--- src/rtl/riscv_pipe_pkg.sv ---
// Shared pipeline definitions for the RV32I core: control-bundle layout
// and forwarding-select encodings.
package riscv_pipe_pkg;

    localparam int CTRL_W = 8;

    // Bit positions inside the control bundle carried down the pipe
    localparam int CTRL_REG_WRITE  = 7;
    localparam int CTRL_MEM_TO_REG = 6;
    localparam int CTRL_MEM_READ   = 5;
    localparam int CTRL_MEM_WRITE  = 4;
    localparam int CTRL_BRANCH     = 3;
    localparam int CTRL_ALU_SRC    = 2;
    localparam int CTRL_ALU_OP     = 0;

    localparam logic [1:0] FWD_NONE   = 2'b00;
    localparam logic [1:0] FWD_MEM_WB = 2'b01;
    localparam logic [1:0] FWD_EX_MEM = 2'b10;

endpackage

--- src/rtl/id_ex_stage_fwd_mux.sv ---
// Forwarding operand selector: picks the registered value or one of the
// two later-stage bypass sources.
module fwd_mux
    import riscv_pipe_pkg::*;
#(
    parameter int XLEN = 32
) (
    input  logic [1:0]      sel,
    input  logic [XLEN-1:0] reg_val,
    input  logic [XLEN-1:0] ex_mem_val,
    input  logic [XLEN-1:0] mem_wb_val,
    output logic [XLEN-1:0] result
);

    // Encoding 2'b11 is unused by the forwarding unit and falls back to reg_val
    always_comb begin
        result = reg_val;
        case (sel)
            FWD_EX_MEM: result = ex_mem_val;
            FWD_MEM_WB: result = mem_wb_val;
            default:    result = reg_val;
        endcase
    end

endmodule

--- src/rtl/id_ex_stage.sv ---
// ID/EX pipeline register: captures decoded state, applies forwarding to
// produce EX operands, and inserts bubbles on flush or load-use hazards.
module id_ex_stage
    import riscv_pipe_pkg::*;
#(
    parameter int XLEN  = 32,
    parameter int CNT_W = 16
) (
    input  logic              clk,
    input  logic              rst,
    input  logic              hold,
    input  logic              flush,
    input  logic              id_valid,
    input  logic [31:0]       id_pc,
    input  logic [XLEN-1:0]   id_rs1_data,
    input  logic [XLEN-1:0]   id_rs2_data,
    input  logic [XLEN-1:0]   id_imm,
    input  logic [4:0]        id_rs1,
    input  logic [4:0]        id_rs2,
    input  logic [4:0]        id_rd,
    input  logic [CTRL_W-1:0] id_ctrl,
    input  logic [1:0]        ForwardA,
    input  logic [1:0]        ForwardB,
    input  logic [XLEN-1:0]   ex_mem_alu_result,
    input  logic [XLEN-1:0]   mem_wb_wdata,
    output logic              ex_valid,
    output logic [31:0]       ex_pc,
    output logic [4:0]        ex_rs1,
    output logic [4:0]        ex_rs2,
    output logic [4:0]        ex_rd,
    output logic [CTRL_W-1:0] ex_ctrl,
    output logic [XLEN-1:0]   ex_op_a,
    output logic [XLEN-1:0]   ex_op_b,
    output logic [XLEN-1:0]   ex_store_data,
    output logic              load_use_stall,
    output logic [CNT_W-1:0]  bubble_cnt
);

    logic [XLEN-1:0] ex_rs1_data;
    logic [XLEN-1:0] ex_rs2_data;
    logic [XLEN-1:0] ex_imm;
    logic            insert_bubble;

    // rs2 is compared even when the ID instruction does not read it
    assign load_use_stall = ex_valid & ex_ctrl[CTRL_MEM_READ] & (ex_rd != 5'd0) & id_valid &
                            ((ex_rd == id_rs1) | (ex_rd == id_rs2));

    assign insert_bubble = flush | load_use_stall;

    always_ff @(posedge clk) begin
        if (rst) begin
            ex_valid    <= 1'b0;
            ex_pc       <= '0;
            ex_rs1      <= '0;
            ex_rs2      <= '0;
            ex_rd       <= '0;
            ex_ctrl     <= '0;
            ex_rs1_data <= '0;
            ex_rs2_data <= '0;
            ex_imm      <= '0;
            bubble_cnt  <= '0;
        end else if (!hold) begin
            ex_pc       <= id_pc;
            ex_rs1_data <= id_rs1_data;
            ex_rs2_data <= id_rs2_data;
            ex_imm      <= id_imm;
            // Zeroed indices keep a bubble invisible to forwarding and hazard logic
            if (insert_bubble) begin
                ex_valid <= 1'b0;
                ex_ctrl  <= '0;
                ex_rs1   <= '0;
                ex_rs2   <= '0;
                ex_rd    <= '0;
                if (bubble_cnt != '1) begin
                    bubble_cnt <= bubble_cnt + CNT_W'(1);
                end
            end else begin
                ex_valid <= id_valid;
                ex_ctrl  <= id_valid ? id_ctrl : '0;
                ex_rs1   <= id_rs1;
                ex_rs2   <= id_rs2;
                ex_rd    <= id_rd;
            end
        end
    end

    fwd_mux #(.XLEN(XLEN)) u_fwd_a (
        .sel        (ForwardA),
        .reg_val    (ex_rs1_data),
        .ex_mem_val (ex_mem_alu_result),
        .mem_wb_val (mem_wb_wdata),
        .result     (ex_op_a)
    );

    fwd_mux #(.XLEN(XLEN)) u_fwd_b (
        .sel        (ForwardB),
        .reg_val    (ex_rs2_data),
        .ex_mem_val (ex_mem_alu_result),
        .mem_wb_val (mem_wb_wdata),
        .result     (ex_store_data)
    );

    assign ex_op_b = ex_ctrl[CTRL_ALU_SRC] ? ex_imm : ex_store_data;

endmodule

--- config.mk ---
export PLATFORM = sky130hd
export DESIGN_NAME = id_ex_stage
export DESIGN_NICKNAME = d
export VERILOG_FILES = /design/src/rtl/riscv_pipe_pkg.sv /design/src/rtl/id_ex_stage_fwd_mux.sv /design/src/rtl/id_ex_stage.sv
export SDC_FILE = /design/constraint.sdc
export NUM_CORES = 1
export LEC_CHECK = 0
export CAP_MARGIN = 20
export CORE_ASPECT_RATIO = 1.5
export CORE_MARGIN = 5
export CORE_UTILIZATION = 30
export DETAILED_ROUTE_END_ITERATION = 16
export SYNTH_ARGS = -nofsm -noshare
export SYNTH_HDL_FRONTEND = slang
export SYNTH_HIERARCHICAL = 1
export SYNTH_SLANG_ARGS = --single-unit
--- constraint.sdc ---
create_clock -name clk -period 3.11 [get_ports clk]
set_clock_uncertainty 0.1 [all_clocks]
set_input_delay 0.311 -clock clk [delete_from_list [all_inputs] [get_ports clk]]
set_output_delay 0.311 -clock clk [all_outputs]
set_load 0.005 [all_outputs]
==> results of run 1 <==
## layout by cell type (no fill, tap or decap), types with 4 or more instances in the layout
cell             count
a21oi_1             13
or4_1               10
dfxtp_1            167
mux2i_1            128
nand3_1              9
a32o_1               8
clkdlybuf4s50_1    390
diode_2              4
a22oi_1             65
o31ai_1              9
a22o_1              16
clkinvlp_4           5
nand2_1             70
inv_1                6
nor2_1             135
o21ai_1             60
clkbuf_16           17
mux2_2              33
buf_4               16
o21ai_0              8
buf_12               8
xor2_1              10
## tightest hold or removal path, stage by stage
cell and delay, ns:
buf_6 0.17, mux2i_1 0.14, nor2_1 0.07
## cells by family after synthesis
group | Yosys count | share of synthesized area, %
compound gates | 184 | 15.7
xor+xnor | 10 | 1.12
fa+ha+maj | 5 | 0.803
buf+inv | 77 | 4.69
flops | 168 | 43.2
mux | 161 | 21.2
simple gates | 244 | 13.3
## how the worst max path moves through the flow
| stage | startpoint | endpoint | slack [ns] | cells past startpoint |
|---|---|---|---|---|
| finish | ForwardB[0] | ex_op_b[0] | 0.24 | 8 |
| global route | ForwardB[1] | ex_op_b[24] | 0.12 | 8 |
| CTS | ForwardB[1] | ex_op_b[31] | 0.23 | 8 |
| detailed placement | ForwardB[1] | ex_op_b[31] | 0.23 | 8 |
| global placement | ForwardB[1] | ex_op_b[31] | 0.23 | 8 |
| floorplan | ex_rd[1] | bubble_cnt[6] | 1.01 | 7 |
## flip-flops by register name, indices dropped and copies added, names as in the netlist
name and cells:
ex_imm 32, ex_pc 32, ex_rs1_data 32, ex_rs2_data 32, ex_rs1 5, bubble_cnt 16
ex_valid 1, ex_rs2 5, ex_rd 5, ex_ctrl 8
## power by group through the flow
stage	logic [mW]	clock network [mW]	registers (mW)
CTS	1.23	2.23	2.33
global route	1.31	2.30	2.34
global placement	1.22	0	2.37
detailed placement	1.23	0	2.38
finish	1.22	2.15	2.33
floorplan	0.477	0	2.36
## per-layer routing
layer / GRT usage (%) / share of wire [%] / wire length (µm) / up-vias
met1: 21.1 / 37 / 11200 / 3557
met3: 5.44 / 6.6 / 2020 / 46
li1: - / - / - / 3744
met4: 7.91 / 2.7 / 809 / 0
met5: 0 / 0 / 0 / -
met2: 37.0 / 54 / 16400 / 254
## final cells by class
cell class              count  area share [%]
repair buffers            415            33.1
multi-input cells         604            32.1
flip-flops and latches    168            26.6
clock buffers              21            3.72
well taps                 333            3.29
clock inverters            10           0.949
inverters                   6           0.178
diodes                      4          0.0790
## stage by stage
stage,hold WS [ns],std cells,worst slack (ns),area [µm²],power [mW]
finish,0.203,1561,0.236,12700,5.69
global route,0.205,1561,0.125,12700,5.95
global placement,0.348,1526,0.228,12100,3.59
floorplan,0.344,849,1.01,7790,2.84
detailed placement,0.353,1526,0.229,12100,3.60
CTS,0.180,1557,0.230,12700,5.79
==> results.py, run 1 <==
metrics = {
    "power": {
        "p_comb_share_pct": 21.4,
        "seq_power_share_pct": 40.9,
        "leakage_nw": 4.97,
        "power_switching_mw": 1.44,
        "sw_frac_of_total_pct": 25.3,
        "p_clk_share_pct": 37.7,
        "powerDensity_nw_per_um2": 449,
        "internal_power_mw": 4.25,
        "peakVddDrop_mv": 0.366,
    },
    "yosys": {
        "synth_ff_type": "dfxtp_1",
        "synth_top_area_share_pct": 43.2,
        "synthTopCellsByCount": "dfxtp_1 (168), nor2_1 (135), mux2i_1 (128), nand2_1 (70), a22oi_1 (65)",
        "synth_area_um2": 7790,
        "ys_warn_count": 6,
        "ys_ff_latch": 168,
        "synth_cell_type_count": 36,
        "synth.most_common_cell": "dfxtp_1",
        "synth_edf_count": 0,
        "syn_area_per_cell_um2": 9.17,
        "yosys-top-cells-area": "dfxtp_1 (43%), mux2i_1 (16%), nor2_1 (6.5%), a22oi_1 (6.3%), mux2_2 (4.8%)",
        "synth_nets": 1078,
        "async_flop_share_pct": 0,
        "synth_top_area_cell": "dfxtp_1",
        "synthCells": 849,
        "yosysSeqAreaShare_pct": 43.2,
    },
    "cts": {
        "cts_max_level": 4,
        "cts_hold_buf": 0,
        "cts_resized": 0,
        "post_cts_buffers": 0,
        "clock_sinks": 168,
        "tritoncts": "done",
        "clock_path_buffers": 2,
        "numCtsBuffers": 17,
        "clk_latency_ns": 0.43,
        "clock_tree.root_cell": "clkbuf_16",
        "cts.clk_slew.worst_paths_ns": 0.07,
    },
    "routing": {
        "drc": 0,
        "vias": 7601,
        "drt-vias-per-instance": 4.87,
        "drtPass1Iterations": 5,
        "finalWirelength_mm": 30.4,
        "routedWlPerCell_um": 19.5,
        "drtIter0Drc": 416,
        "antenna_left": 0,
    },
    "floorplanning": {
        "rows": 72,
        "initial_core_util_pct": 30.3,
        "die_y_um": 207,
        "core_region_area_um2": 25700,
        "die_w_um": 142,
        "die_area_um2": 29300,
        "num_io_pins": 393,
    },
    "setup_path": {
        "timing.rr.start": "ex_rd[0]",
        "path_cells": "clkdlybuf4s50_1 > inv_1 > ha_2 > buf_12 > nand2_1 > o21ai_1 > mux2_2 > clkdlybuf4s50_1",
        "endpoint_kind": "output port",
        "slowest_stage": "clkdlybuf4s50_1",
        "crit_top_cell": "clkdlybuf4s50_1",
        "rr_worst_depth": 5,
        "r2r_end": "bubble_cnt[6]",
        "crit_buf_inv": 4,
        "cp.arrival_ns": 2.46,
        "crit_path_start_kind": "input port",
        "crit_required_ns": 2.70,
        "critPathTopFamily": "buffers and inverters",
        "cpPeakStageDelay_ns": 0.51,
        "ff2ff_setup_slack_ns": 0.50,
        "crit_path_max_fanout": 49,
        "critical_path_class": "in2out",
    },
    "sta": {
        "tightest_slew_ns": 1.07,
        "rsz0062_at_grt": "false",
        "hold_viol": 0,
        "post-route-period-util_pct": 92.4,
        "fmaxAchievable_ghz": 0.348,
        "min_period_ns": 2.87,
        "max_slew_margin_pct": 28.5,
        "maxSlewViolCount": 0,
        "setup_viol": 0,
        "tns_ns": 0,
    },
    "final_layout": {
        "syn_to_final_growth_pct": 62.6,
        "final_util_pct": 49.3,
        "nets": 1441,
        "regArea_um2": 3360,
        "drive_above_1_share_pct": 7.60,
        "multiInputGateArea_um2": 4060,
        "n_fill_cell": 2507,
    },
    "min_path": {
        "min_path_cells": 3,
        "min_from": "hold",
        "whs_endpoint": "ex_imm[31]",
        "hp-class": "in2reg",
    },
    "placed_design": {
        "dp_hpwl_mm": 22.8,
        "io_buffers": 392,
        "place.gp.congestion": 0.868,
    },
    "global_route": {
        "grt_first_pass_wirelength_mm": 46.0,
        "grt.overflow.total": 0,
        "antenna_found_initial": 4,
        "grt_pass1_vias": 7830,
        "grt_max_degree": 101,
        "grt.total_usage_pct": 20.0,
    },
    "status": {
        "status": "finished, final reports clean",
    },
    "job": {
        "max-cap-violations": 0,
    },
}
No activity file was read; power rests on OpenSTA's default activity.
==> run 2: changes to the inputs <==
Settings changed: SLEW_MARGIN set to 20.
==> results of run 2 <==
Same layout as run 1: the final DEF is identical, and so are final timing and power.
==> run 3: changes to the inputs <==
Settings changed: ABC_AREA set to 1, CORE_ASPECT_RATIO 1.5 to not set, CTS_BUF_LIST set to sky130_fd_sc_hd__clkbuf_4 sky130_fd_sc_hd__clkbuf_8.
==> results.py, run 3 <==
metrics = {
    "status": {
        "status": "finished, final reports clean",
    },
    "sta": {
        "fmaxAchievable_ghz": 0.348,
        "fin_ws_ns": 0.240,
        "tightest_slew_ns": 0.729,
        "setup_viol": 0,
        "post-route-period-util_pct": 92.3,
        "rsz0062_at_grt": "false",
        "max_slew_margin_pct": 51.4,
        "hold_viol": 0,
        "tns_ns": 0,
        "maxSlewViolCount": 0,
        "min_period_ns": 2.87,
        "holdWs_ns": 0.245,
    },
    "yosys": {
        "synth_edf_count": 0,
        "ys_warn_count": 6,
        "synth_cell_type_count": 28,
        "synthTopCellsByCount": "nand2_1 (509), nor2_1 (298), dfxtp_1 (168), o21ai_0 (128), inv_1 (61)",
        "ys_ff_latch": 168,
        "synth.most_common_cell": "nand2_1",
        "synth_ff_type": "dfxtp_1",
        "yosys-top-cells-area": "dfxtp_1 (39%), nand2_1 (22%), nor2_1 (13%), o21ai_0 (7.4%), mux2_2 (4.1%)",
        "synth_top_area_share_pct": 38.6,
        "synth_top_area_cell": "dfxtp_1",
        "synth_area_um2": 8710,
        "synthCells": 1375,
        "synth_nets": 1604,
        "yosysSeqAreaShare_pct": 38.6,
        "async_flop_share_pct": 0,
        "syn_area_per_cell_um2": 6.34,
    },
    "final_layout": {
        "nets": 1946,
        "n_fill_cell": 2991,
        "layout_common_cells": "nand2_1 (509), clkdlybuf4s50_1 (391), nor2_1 (298)",
        "final_common_cell": "nand2_1",
        "final_util_pct": 45.9,
        "syn_to_final_growth_pct": 51.3,
        "drive_above_1_share_pct": 5.84,
        "final_cell_area_um2": 13200,
        "instances_no_fill": 2115,
    },
    "placed_design": {
        "place.gp.congestion": 0.901,
        "place_area_um2": 12800,
        "dp_hpwl_mm": 27.6,
        "dp_cells": 2082,
        "dp_slack_ns": 0.248,
        "io_buffers": 392,
    },
    "routing": {
        "finalWirelength_mm": 36.4,
        "drt-vias-per-instance": 4.58,
        "routedWlPerCell_um": 17.2,
        "vias": 9687,
        "antenna_left": 0,
        "drc": 0,
        "drtIter0Drc": 709,
        "drtPass1Iterations": 5,
    },
    "floorplanning": {
        "die_area_um2": 32500,
        "rows": 62,
        "num_io_pins": 393,
        "initial_core_util_pct": 30.3,
        "die_w_um": 180,
        "core_region_area_um2": 28700,
        "die_y_um": 180,
    },
    "global_route": {
        "antenna_found_initial": 8,
        "grt.overflow.total": 0,
        "grt_pass1_vias": 9316,
        "grt.total_usage_pct": 21.6,
        "grt_first_pass_wirelength_mm": 55.4,
        "grt_max_degree": 75,
    },
    "power": {
        "peakVddDrop_mv": 0.300,
        "leakage_nw": 5.81,
        "p_comb_share_pct": 25.4,
        "internal_power_mw": 3.77,
        "seq_power_share_pct": 44.1,
        "powerDensity_nw_per_um2": 403,
        "p_clk_share_pct": 30.5,
        "p_total_mw": 5.31,
        "power_switching_mw": 1.55,
        "sw_frac_of_total_pct": 29.1,
    },
    "cts": {
        "clock_tree.root_cell": "clkbuf_8",
        "cts_resized": 0,
        "clk_latency_ns": 0.46,
        "cts_hold_buf": 0,
        "cts_max_level": 4,
        "post_cts_buffers": 0,
        "clock_sinks": 168,
        "cts.clk_slew.worst_paths_ns": 0.09,
        "tritoncts": "done",
        "numCtsBuffers": 17,
        "clock_path_buffers": 2,
    },
    "setup_path": {
        "crit_path_max_fanout": 32,
        "crit_path_start_kind": "input port",
        "slowest_stage": "clkdlybuf4s50_1",
        "crit_required_ns": 2.70,
        "critPathTopFamily": "buffers and inverters",
        "cpPeakStageDelay_ns": 0.49,
        "crit_buf_inv": 4,
        "cp.arrival_ns": 2.46,
        "path_cells": "clkdlybuf4s50_1 > inv_1 > ha_1 > buf_4 > nand2_1 > nand2_1 > mux2_2 > clkdlybuf4s50_1",
        "critical_path_class": "in2out",
        "endpoint_kind": "output port",
    },
    "job": {
        "max-cap-violations": 0,
    },
    "min_path": {
        "hp-class": "in2reg",
    },
}
-- run 3: cell types whose count changed after synthesis, moves of 18 or more --
cell and change:
o21ai_0 +120, inv_1 +55, nand2_1 +439, nor2_1 +163
a22oi_1 -65, mux2i_1 -128, o21ai_1 -60, nand4_1 +18
-- run 3: power by group through the flow --
| stage | logic [mW] | registers [mW] | clock network, mW |
|---|---|---|---|
| floorplan | 0.558 | 2.39 | 0 |
| global placement | 1.35 | 2.39 | 0 |
| detailed placement | 1.36 | 2.40 | 0 |
| CTS | 1.37 | 2.35 | 1.69 |
| global route | 1.48 | 2.36 | 1.77 |
| finish | 1.35 | 2.35 | 1.62 |
-- run 3: path summary, 6_finish.rpt --
path / start / to / slack [ns] / cells past startpoint
worst max-delay path: ForwardB[0] / ex_op_b[25] / 0.24 / 8
worst min-delay path: hold / ex_pc[18] / 0.25 / 3
worst max register to register: ex_rd[0] / ex_rs2[2] / 1.16 / 10
worst min register to register: ex_rs2[4] / ex_rs2[4] / 0.37 / 2
-- run 3: cell families (layout without fill, tap and decap cells) --
| family | Yosys count | after routing | synth area share (%) |
|---|---|---|---|
| simple gates | 857 | 857 | 38.3 |
| flops | 168 | 168 | 38.6 |
| buf+inv | 157 | 511 | 9.06 |
| compound gates | 153 | 153 | 8.91 |
| mux | 32 | 32 | 4.14 |
| fa+ha+maj | 5 | 5 | 0.718 |
| xor+xnor | 3 | 3 | 0.302 |
| other cells | 0 | 2 | 0 |
-- run 3: area by class of cell --
cell class | count | area (µm²) | share of cell area, %
sequential | 168 | 3360 | 25.5
multi-input combinational | 1050 | 4560 | 34.6
inverter | 68 | 263 | 1.99
antenna | 2 | 5.00 | 0.0380
clock buffer | 20 | 263 | 1.99
timing repair buffer | 412 | 4120 | 31.3
clock inverter | 11 | 123 | 0.931
tap | 384 | 480 | 3.65
-- run 3: per-layer routing --
metal  GRT usage, %  up-vias  share of wire [%]  wire length [µm]
li1               -     4938                  -                 -
met5              0        -               0.24                87
met2           37.8      347                 49             17700
met1           24.4     4338                 39             14300
met3           8.24       52                8.9              3250
met4           7.05       12                2.7               983
-- run 3: worst reg2reg max path: cells and delay by family, from the launching register on --
kind / cells / cell delay (ns)
and+or+nand+nor: 9 / 1.23
DFF: 1 / 0.43
AOI/OAI and AO/OA: 1 / 0.13
